===== src/rtl/sin_taylor_engine.sv =====
// rtl/sin_taylor_engine.sv - iterative fixed-point Taylor-series sine with one time-shared multiplier
// Each extra term costs a MULX (term*x^2) and a MULC (scale by -1/((2k)(2k+1))) cycle.
module sin_taylor_engine #(
    parameter int DW        = 16,
    parameter int FRAC      = 14,
    parameter int MAX_TERMS = 8,
    parameter int RFRAC     = 16
) (
    input  logic                 clk,
    input  logic                 rst,
    input  logic signed [DW-1:0] x,
    input  logic [7:0]           y,
    input  logic                 start,
    output logic                 ready,
    output logic                 done,
    output logic signed [DW-1:0] sinx
);

    // Intermediate terms reach x^3 ~ 8.0 for |x| near 2, so they get headroom beyond DW.
    localparam int TW = DW + 8;
    localparam int AW = DW + 2;
    localparam int KW = $clog2(MAX_TERMS) + 1;
    localparam int IW = $clog2(MAX_TERMS);
    localparam int PW = 2 * TW;

    localparam logic signed [AW-1:0] SAT_HI = AW'((1 << (DW - 1)) - 1);
    localparam logic signed [AW-1:0] SAT_LO = -AW'(1 << (DW - 1));

    typedef enum logic [2:0] {
        S_IDLE,
        S_SQR,
        S_MULX,
        S_MULC,
        S_DONE
    } state_t;

    state_t r_state, w_next;

    logic signed [DW-1:0] r_xr;
    logic signed [TW-1:0] r_x2;
    logic signed [TW-1:0] r_term;
    logic signed [AW-1:0] r_acc;
    logic [KW-1:0]        r_k;
    logic [KW-1:0]        r_nr;
    logic signed [DW-1:0] r_sinx;

    logic [KW-1:0]        w_n;
    logic [KW-1:0]        w_k_inc;
    logic [RFRAC-1:0]     w_rom [MAX_TERMS];
    logic [RFRAC-1:0]     w_recip;
    logic signed [TW-1:0] w_opa, w_opb;
    logic signed [PW-1:0] w_prod;
    logic signed [TW-1:0] w_mres;
    logic signed [TW-1:0] w_t;
    logic signed [AW-1:0] w_acc_nx;
    logic                 w_unused_bits;

    for (genvar g = 0; g < MAX_TERMS; g++) begin : g_rom
        localparam longint D = (g == 0) ? 1 : (2 * g) * (2 * g + 1);
        assign w_rom[g] = (g == 0) ? '0 : RFRAC'(((64'd1 << RFRAC) + D / 2) / D);
    end

    always_comb begin
        w_n = KW'(1);
        if (y == 8'd0)
            w_n = KW'(1);
        else if (y > 8'(MAX_TERMS))
            w_n = KW'(MAX_TERMS);
        else
            w_n = y[KW-1:0];
    end

    assign w_k_inc = r_k + KW'(1);
    assign w_recip = w_rom[r_k[IW-1:0]];

    always_comb begin
        w_opa = r_term;
        w_opb = r_x2;
        case (r_state)
            S_SQR: begin
                w_opa = {{(TW - DW){r_xr[DW-1]}}, r_xr};
                w_opb = {{(TW - DW){r_xr[DW-1]}}, r_xr};
            end
            S_MULC:  w_opb = {{(TW - RFRAC){1'b0}}, w_recip};
            default: ;
        endcase
    end

    assign w_prod = w_opa * w_opb;
    // Selecting a bit window of the product is the arithmetic shift, truncating toward -inf.
    assign w_mres = (r_state == S_MULC) ? w_prod[RFRAC +: TW] : w_prod[FRAC +: TW];
    assign w_unused_bits = ^{w_prod[PW-1:FRAC+TW], w_prod[FRAC-1:0]};

    assign w_t      = -w_mres;
    assign w_acc_nx = r_acc + w_t[AW-1:0];

    function automatic logic signed [DW-1:0] f_sat(input logic signed [AW-1:0] a);
        if (a > SAT_HI)
            return SAT_HI[DW-1:0];
        else if (a < SAT_LO)
            return SAT_LO[DW-1:0];
        else
            return a[DW-1:0];
    endfunction

    always_ff @(posedge clk) begin
        if (rst)
            r_state <= S_IDLE;
        else
            r_state <= w_next;
    end

    always_comb begin
        w_next = r_state;
        case (r_state)
            S_IDLE:  if (start) w_next = S_SQR;
            S_SQR:   w_next = (r_nr == KW'(1)) ? S_DONE : S_MULX;
            S_MULX:  w_next = S_MULC;
            S_MULC:  w_next = (w_k_inc == r_nr) ? S_DONE : S_MULX;
            S_DONE:  w_next = S_IDLE;
            default: w_next = S_IDLE;
        endcase
    end

    always_ff @(posedge clk) begin
        if (rst) begin
            r_xr   <= '0;
            r_x2   <= '0;
            r_term <= '0;
            r_acc  <= '0;
            r_k    <= '0;
            r_nr   <= '0;
            r_sinx <= '0;
        end else begin
            case (r_state)
                S_IDLE: begin
                    if (start) begin
                        r_xr   <= x;
                        r_nr   <= w_n;
                        r_term <= {{(TW - DW){x[DW-1]}}, x};
                        r_acc  <= {{(AW - DW){x[DW-1]}}, x};
                        r_k    <= KW'(1);
                    end
                end
                S_SQR: begin
                    r_x2 <= w_mres;
                    if (r_nr == KW'(1))
                        r_sinx <= f_sat(r_acc);
                end
                S_MULX: r_term <= w_mres;
                S_MULC: begin
                    r_term <= w_t;
                    r_acc  <= w_acc_nx;
                    r_k    <= w_k_inc;
                    if (w_k_inc == r_nr)
                        r_sinx <= f_sat(w_acc_nx);
                end
                default: ;
            endcase
        end
    end

    assign ready = (r_state == S_IDLE);
    assign done  = (r_state == S_DONE);
    assign sinx  = r_sinx;

endmodule


===== config.mk =====
export PLATFORM = sky130hd
export DESIGN_NAME = sin_taylor_engine
export DESIGN_NICKNAME = d
export VERILOG_FILES = /design/src/rtl/sin_taylor_engine.sv
export SDC_FILE = /design/constraint.sdc
export NUM_CORES = 2
export LEC_CHECK = 0
export CAP_MARGIN = 20
export CORE_MARGIN = 3
export CORE_UTILIZATION = 40
export CTS_CLUSTER_SIZE = 10
export DETAILED_ROUTE_END_ITERATION = 6
export PLACE_DENSITY = 0.53
export SLEW_MARGIN = 15
export SYNTH_ARGS = -nofsm -noshare
export SYNTH_HDL_FRONTEND = slang
export SYNTH_SLANG_ARGS = --single-unit

===== constraint.sdc =====
create_clock -name clk -period 13.82 [get_ports clk]
set_clock_uncertainty 0.1 [all_clocks]
set_input_delay 2.764 -clock clk [delete_from_list [all_inputs] [get_ports clk]]
set_output_delay 2.764 -clock clk [all_outputs]
set_load 0.01 [all_outputs]

; ---- Word-level counts from Yosys, hierarchy flattened
; Memories as Yosys holds them, arrays and structs flattened.
; Index checks and enable logic that the tools add are counted.
[word_totals]
romBits = 128
output_inout_bits = 18
elab_cells = 62
memories = 1
in_bits = 27
regBits = 109
[mem_list]
columns = name, words, width, read_ports, rd_ports_with_merged_regs, write_ports, line
row1 = (no name shown), 8, 16, 1, 0, 0, 74  ; assign w_recip = w_rom[r_k[IW-1:0]];
[op_classes]
order_cmp = 6
multipliers = 1
add_sub_neg = 3
n_eq_ne = 9
n_mux = 24
n_bitwise = 1
n_reduce_logical = 9
[ops]
columns = cell, count
row1 = two-way mux 16 bit, 8
row2 = two-way mux 24 bit, 3
row3 = case mux 24 bit (3 select lines), 1
row4 = case mux 24 bit (2 select lines), 1
row5 = multiplier 24 x 24 -> 40 bit, 1
row6 = > comparator 18 x 16 -> 1 bit (second input constant), 2
row7 = < comparator 18 x 16 -> 1 bit (second input constant), 2
row8 = case mux 18 bit (2 select lines), 1
row9 = case mux 16 bit (2 select lines), 1
row10 = negation 24 bit, 1
row11 = adder 18 bit, 1
row12 = two-way mux 18 bit, 1
row13 = two-way mux 4 bit, 3
row14 = case mux 3 bit (4 select lines), 1
row15 = two-way mux 3 bit, 3
row16 = > comparator 8 x 4 -> 1 bit (second input constant), 1
row17 = logical NOT 8 bit, 1
row18 = case mux 4 bit (2 select lines), 1
row19 = equality test 3 x 2 -> 1 bit (second input constant), 2
row20 = AND reduction 2 bit, 3
row21 = adder 4 x 1 -> 4 bit (second input constant), 1
row22 = equality test 4 x 1 -> 1 bit (second input constant), 1
row23 = equality test 4 bit, 1
row24 = >= comparator 4 bit (second input constant), 1
row25 = 9 further kinds, 11

; ---- Depth between registers and ports, before layout
[depth]
word_depth = 14
ltp_mapped = 53
depth_no_buf = 49

; ---- Least setup slack after synthesis
; Ideal clock, no wire load.
[synth_path]
path_type = register to register
startpoint = register r_state[2]
endpoint = register r_sinx[11] (netlist: sinx[11])
slack_ns = 2.722
t_arrival_ns = 10.918
setup_time_ns = 0.081
t_required_ns = 13.639
path_stages_with_launch = 50
n_path_buf = 7
cell_sequence = dfxtp_1 -> buf_2 -> nand2b_1 -> clkbuf_1 -> buf_1 -> clkbuf_1 -> nand2_1 -> o21ai_1 -> clkbuf_1 -> nand2_1 -> fa_1 -> fa_1 -> inv_1 -> fa_1 -> inv_1 -> fa_1 -> inv_1 -> fa_1 -> (+14 left out) -> o21a_1 -> nor2_1 -> o41a_1 -> ha_1 -> o21a_1 -> o21ai_0 -> a31oi_1 -> a21oi_1 -> o21ai_0 -> nand2_1 -> a221oi_1 -> nor2_1 -> nor2_1 -> a221oi_1 -> a21oi_1 -> clkbuf_1 -> o21bai_1 -> a41oi_1
[synth_between]
elab_chain_cells = 11
word_cells_on_any_way = 18
[synth_lines]
columns = item, line
row1 = from (decl), 37  ; state_t r_state, w_next;
row2 = from (signal assigned), 110  ; r_state <= w_next;
row3 = equality test 3 x 2 -> 1 bit / equality test 3 x 1 -> 1 bit (equally long branches), "79, 91, 135"
row4 = case mux 24 bit (2 select lines) / two-way mux 24 bit (equally long branches), 79  ; case (r_state)
row5 = multiplier 24 x 24 -> 40 bit, 89  ; assign w_prod = w_opa * w_opb;
row6 = two-way mux 24 bit, 91  ; assign w_mres = (r_state == S_MULC) ? w_prod[RFRAC +: TW] : w_prod[FRAC +: TW];
row7 = negation 24 bit, 94  ; assign w_t = -w_mres;
row8 = adder 18 bit, 95  ; assign w_acc_nx = r_acc + w_t[AW-1:0];
row9 = < comparator 18 x 16 -> 1 bit, 100  ; else if (a < SAT_LO)
row10 = two-way mux 16 bit, 100
row11 = two-way mux 16 bit, 98  ; if (a > SAT_HI)
row12 = two-way mux 16 bit, 155  ; if (w_k_inc == r_nr)
row13 = case mux 16 bit (2 select lines), 135  ; case (r_state)
row14 = to (signal assigned), 148  ; r_sinx <= f_sat(r_acc);
row15 = to (signal assigned), 156  ; r_sinx <= f_sat(w_acc_nx);
row16 = to (decl), 45  ; logic signed [DW-1:0] r_sinx;
; Parallel ways exist; a longest one is shown, timed or not. The select of a mux whose other input is x is not followed.
; A chain may end at the register's enable or synchronous reset.

; ---- Final worst setup path
[layout_path]
startpoint = register r_state[1]
endpoint = register r_sinx[11] (netlist: sinx[11])
; The elaborated chain is that of the path after synthesis.

==> impl_metrics.tcl <==
set metrics [dict create \
    h-tree-depth 3 \
    drc_errors 0 \
    maxCapViolCount 0 \
    leakagePower_nw 12.1 \
    final_hold_viol_count 0 \
    stdcell_area_um2 27400 \
    antenna_found_initial 1 \
    cts_inserted_buffers 9 \
    fmax_ghz 0.0762 \
    slowest_delay_ns 0.75 \
    start_util_pct 40.8 \
    syn_avg_cell_area_um2 8.29 \
    cts.root.buffer_cell "clkbuf_16" \
    grt_first_pass_wirelength_um 137000 \
    die_x_um 258 \
    port-buffer-count 44 \
    pin_count 45 \
    routabilityCongestion 0.945 \
    clockBufferDepth 2 \
    slew_headroom_pct 22.2 \
    ir_drop_uv 272 \
    core_area_um2 62200 \
    post-route-period-util_pct 94.9 \
    ys_warn_count 0 \
    cp.arrival_ns 13.29 \
    grt_pass1_vias 22200 \
    hpwl_um 70900 \
    via_per_inst 5.46 \
    syn_inst 3058 \
    synth_edf_count 0 \
    rows 91 \
    synthFlopType "dfxtp_1" \
    grt_max_degree 56 \
    hold_class "reg -> reg" \
    cp_max_fo 25 \
    p_per_area_nw_per_um2 254 \
    total_power_mw 6.96 \
    critPathLaunchType "flip-flop" \
    place_area_um2 27100 \
    nNetsFinal 3734 \
    setup_viol 0 \
    clk_pin_slew_ns 0.08 \
    end_kind "flip-flop" \
    cp_common_cell "fa_1" \
    num_vias 21200 \
    synthesis.area_um2 25300 \
    dieArea_um2 66400 \
    fin_ws_ns 0.704 \
    area_growth_pct 8.07 \
    final_max_slew_viol_count 0 \
    cts_tree "built" \
    yosysSeqAreaShare_pct 8.61 \
    cts_num_sinks 109 \
    dpl_worst_slack_ns -0.00545 \
    first_pass_iters 6 \
    wl_per_cell_um 22.6 \
    grt_overflow_total 0 \
    slowest_stage "a2111oi_0" \
    drive_gt1_share_pct 6.42 \
    cp_num_buf_inv 8 \
    fin_crit_ns 13.12 \
    drt-initial-drc-count 1646 \
    synthDistinctLibCells 84 \
    drt_wl_total_um 87700 \
    tightest_slew_ns 1.14 \
    reg2reg_slack_ns 0.70 \
    ant_nets 0 \
    antennaDiodeCount 0 \
    gr-usage-all-layers_pct 26.9 \
    status "completed" \
    worst-setup-path-type "reg -> reg" \
    crit_family "adder cells" \
    required_ns 14.00 \
    rsz0062_at_grt "no" \
    die_height_um 258 \
    synth_nets 3746 \
    ys_seq_elements 109 \
    fillers 6332 \
    synth_async_sr_flop_share_pct 0 \
    clkLatencyLatePin_ns 0.36 \
]
-- metal layers --
layer | track usage, % | part of all wire (%) | up-vias
met4 | 7.02 | 2.9 | 0
li1 | - | - | 9480
met5 | 0 | 0 | -
met2 | 41.9 | 45 | 821
met1 | 39.5 | 45 | 10800
met3 | 3.63 | 7.2 | 122
-- cell type report --
class | instances | area (um^2) | area share (%)
multi-input combinational | 2250 | 20700 | 75.6
tap | 837 | 1050 | 3.82
clock buffer | 11 | 233 | 0.850
sequential | 109 | 2180 | 7.97
timing repair buffer | 136 | 1150 | 4.19
inverter | 540 | 2030 | 7.40
clock inverter | 5 | 42.5 | 0.155
-- placed cells by master (no fill, tap or decap), types with 24 or more instances in the layout --
cell and instances:
ha_1 145, inv_1 540, buf_4 91, xnor2_1 58
nor2_1 435, nor3_1 43, fa_1 516, o21a_1 24
a21o_1 34, nand2_1 385, or2_2 43, o21ai_0 58
clkdlybuf4s50_1 43, a211oi_1 33, o21bai_1 33, a21oi_1 130
dfxtp_1 108
-- stage by stage --
stage                     hold WS, ns  utilization (%)  setup TNS, ns  cells
after floorplan                 0.333                -              0   3058
after global placement          0.351             43.5          -3.92   3867
after detailed placement        0.347             43.5       -0.00545   3868
after CTS                       0.357             44.0              0   3884
after global routing            0.377             44.1              0   3888
final                           0.356             44.1              0   3888
-- repair_timing --
action,in CTS,in global routing
cloned,0,0
pin swaps,0,0
resized for setup,1,4
setup buffers,0,4
hold buffers,0,0
endpoints found under the setup margin,7,16
-- registers in the layout, summed over array words and instances (netlist names) --
signal   count
r_state      3
r_term      24
r_k          4
r_nr         4
r_x2        24
sinx        16
r_acc       18
r_xr        16
-- synth_stat cells, drive strengths merged (7+ instances only) --
| cell type | instances | area (um^2) |
|---|---|---|
| inv | 540 | 2030 |
| fa | 516 | 10300 |
| nor2 | 438 | 1650 |
| nand2 | 387 | 1460 |
| ha | 145 | 1810 |
| clkbuf | 142 | 533 |
| a21oi | 141 | 713 |
| dfxtp | 109 | 2180 |
| o21ai | 64 | 324 |
| xnor2 | 58 | 508 |
| or2 | 44 | 275 |
| nor3 | 43 | 215 |
| a21o | 34 | 255 |
| a211oi | 33 | 248 |
| o21bai | 33 | 248 |
| mux2i | 28 | 280 |
| o21a | 24 | 180 |
| nand3 | 23 | 120 |
| a31oi | 21 | 138 |
| xor2 | 20 | 175 |
| buf | 17 | 71.3 |
| nor2b | 17 | 106 |
| o211ai | 16 | 130 |
| a41oi | 15 | 131 |
| and2 | 15 | 93.8 |
| nand2b | 14 | 87.6 |
| and3 | 12 | 75.1 |
| a221oi | 10 | 87.6 |
| nor4 | 7 | 58.8 |
| or4 | 7 | 52.6 |
-- kinds of logic (layout without fill, tap and decap cells) --
group / Yosys count / in the layout / share of synthesized area (%)
adder cells (fa/ha/maj): 661 / 661 / 47.9
AO/OA/AOI/OAI: 450 / 450 / 11.8
multiplexers: 30 / 30 / 1.21
flip-flops: 109 / 109 / 8.61
buffers and inverters: 699 / 692 / 10.4
XOR/XNOR: 80 / 80 / 2.88
AND/OR/NAND/NOR: 1029 / 1029 / 17.2
-- where the power goes --
part,total (mW),switching [mW],internal (mW)
sequential,0.411,0.0523,0.358
combinational,6.29,4.00,2.29
clock,0.259,0.134,0.125
total,6.96,4.19,2.77
-- path summary, 6_finish.rpt --
path         cells after the start       start       end
min reg2reg                      2    r_x2[10]  r_x2[10]
max reg2reg                     42  r_state[1]  sinx[11]
max                             42  r_state[1]  sinx[11]
min                              2    r_x2[10]  r_x2[10]
-- worst min-delay path, stage by stage, from the launching register on --
cell and delay (ns):
dfxtp_1 0.31, nand2_1 0.05, a21oi_1 0.05
No activity file was read; power rests on OpenSTA's default activity.
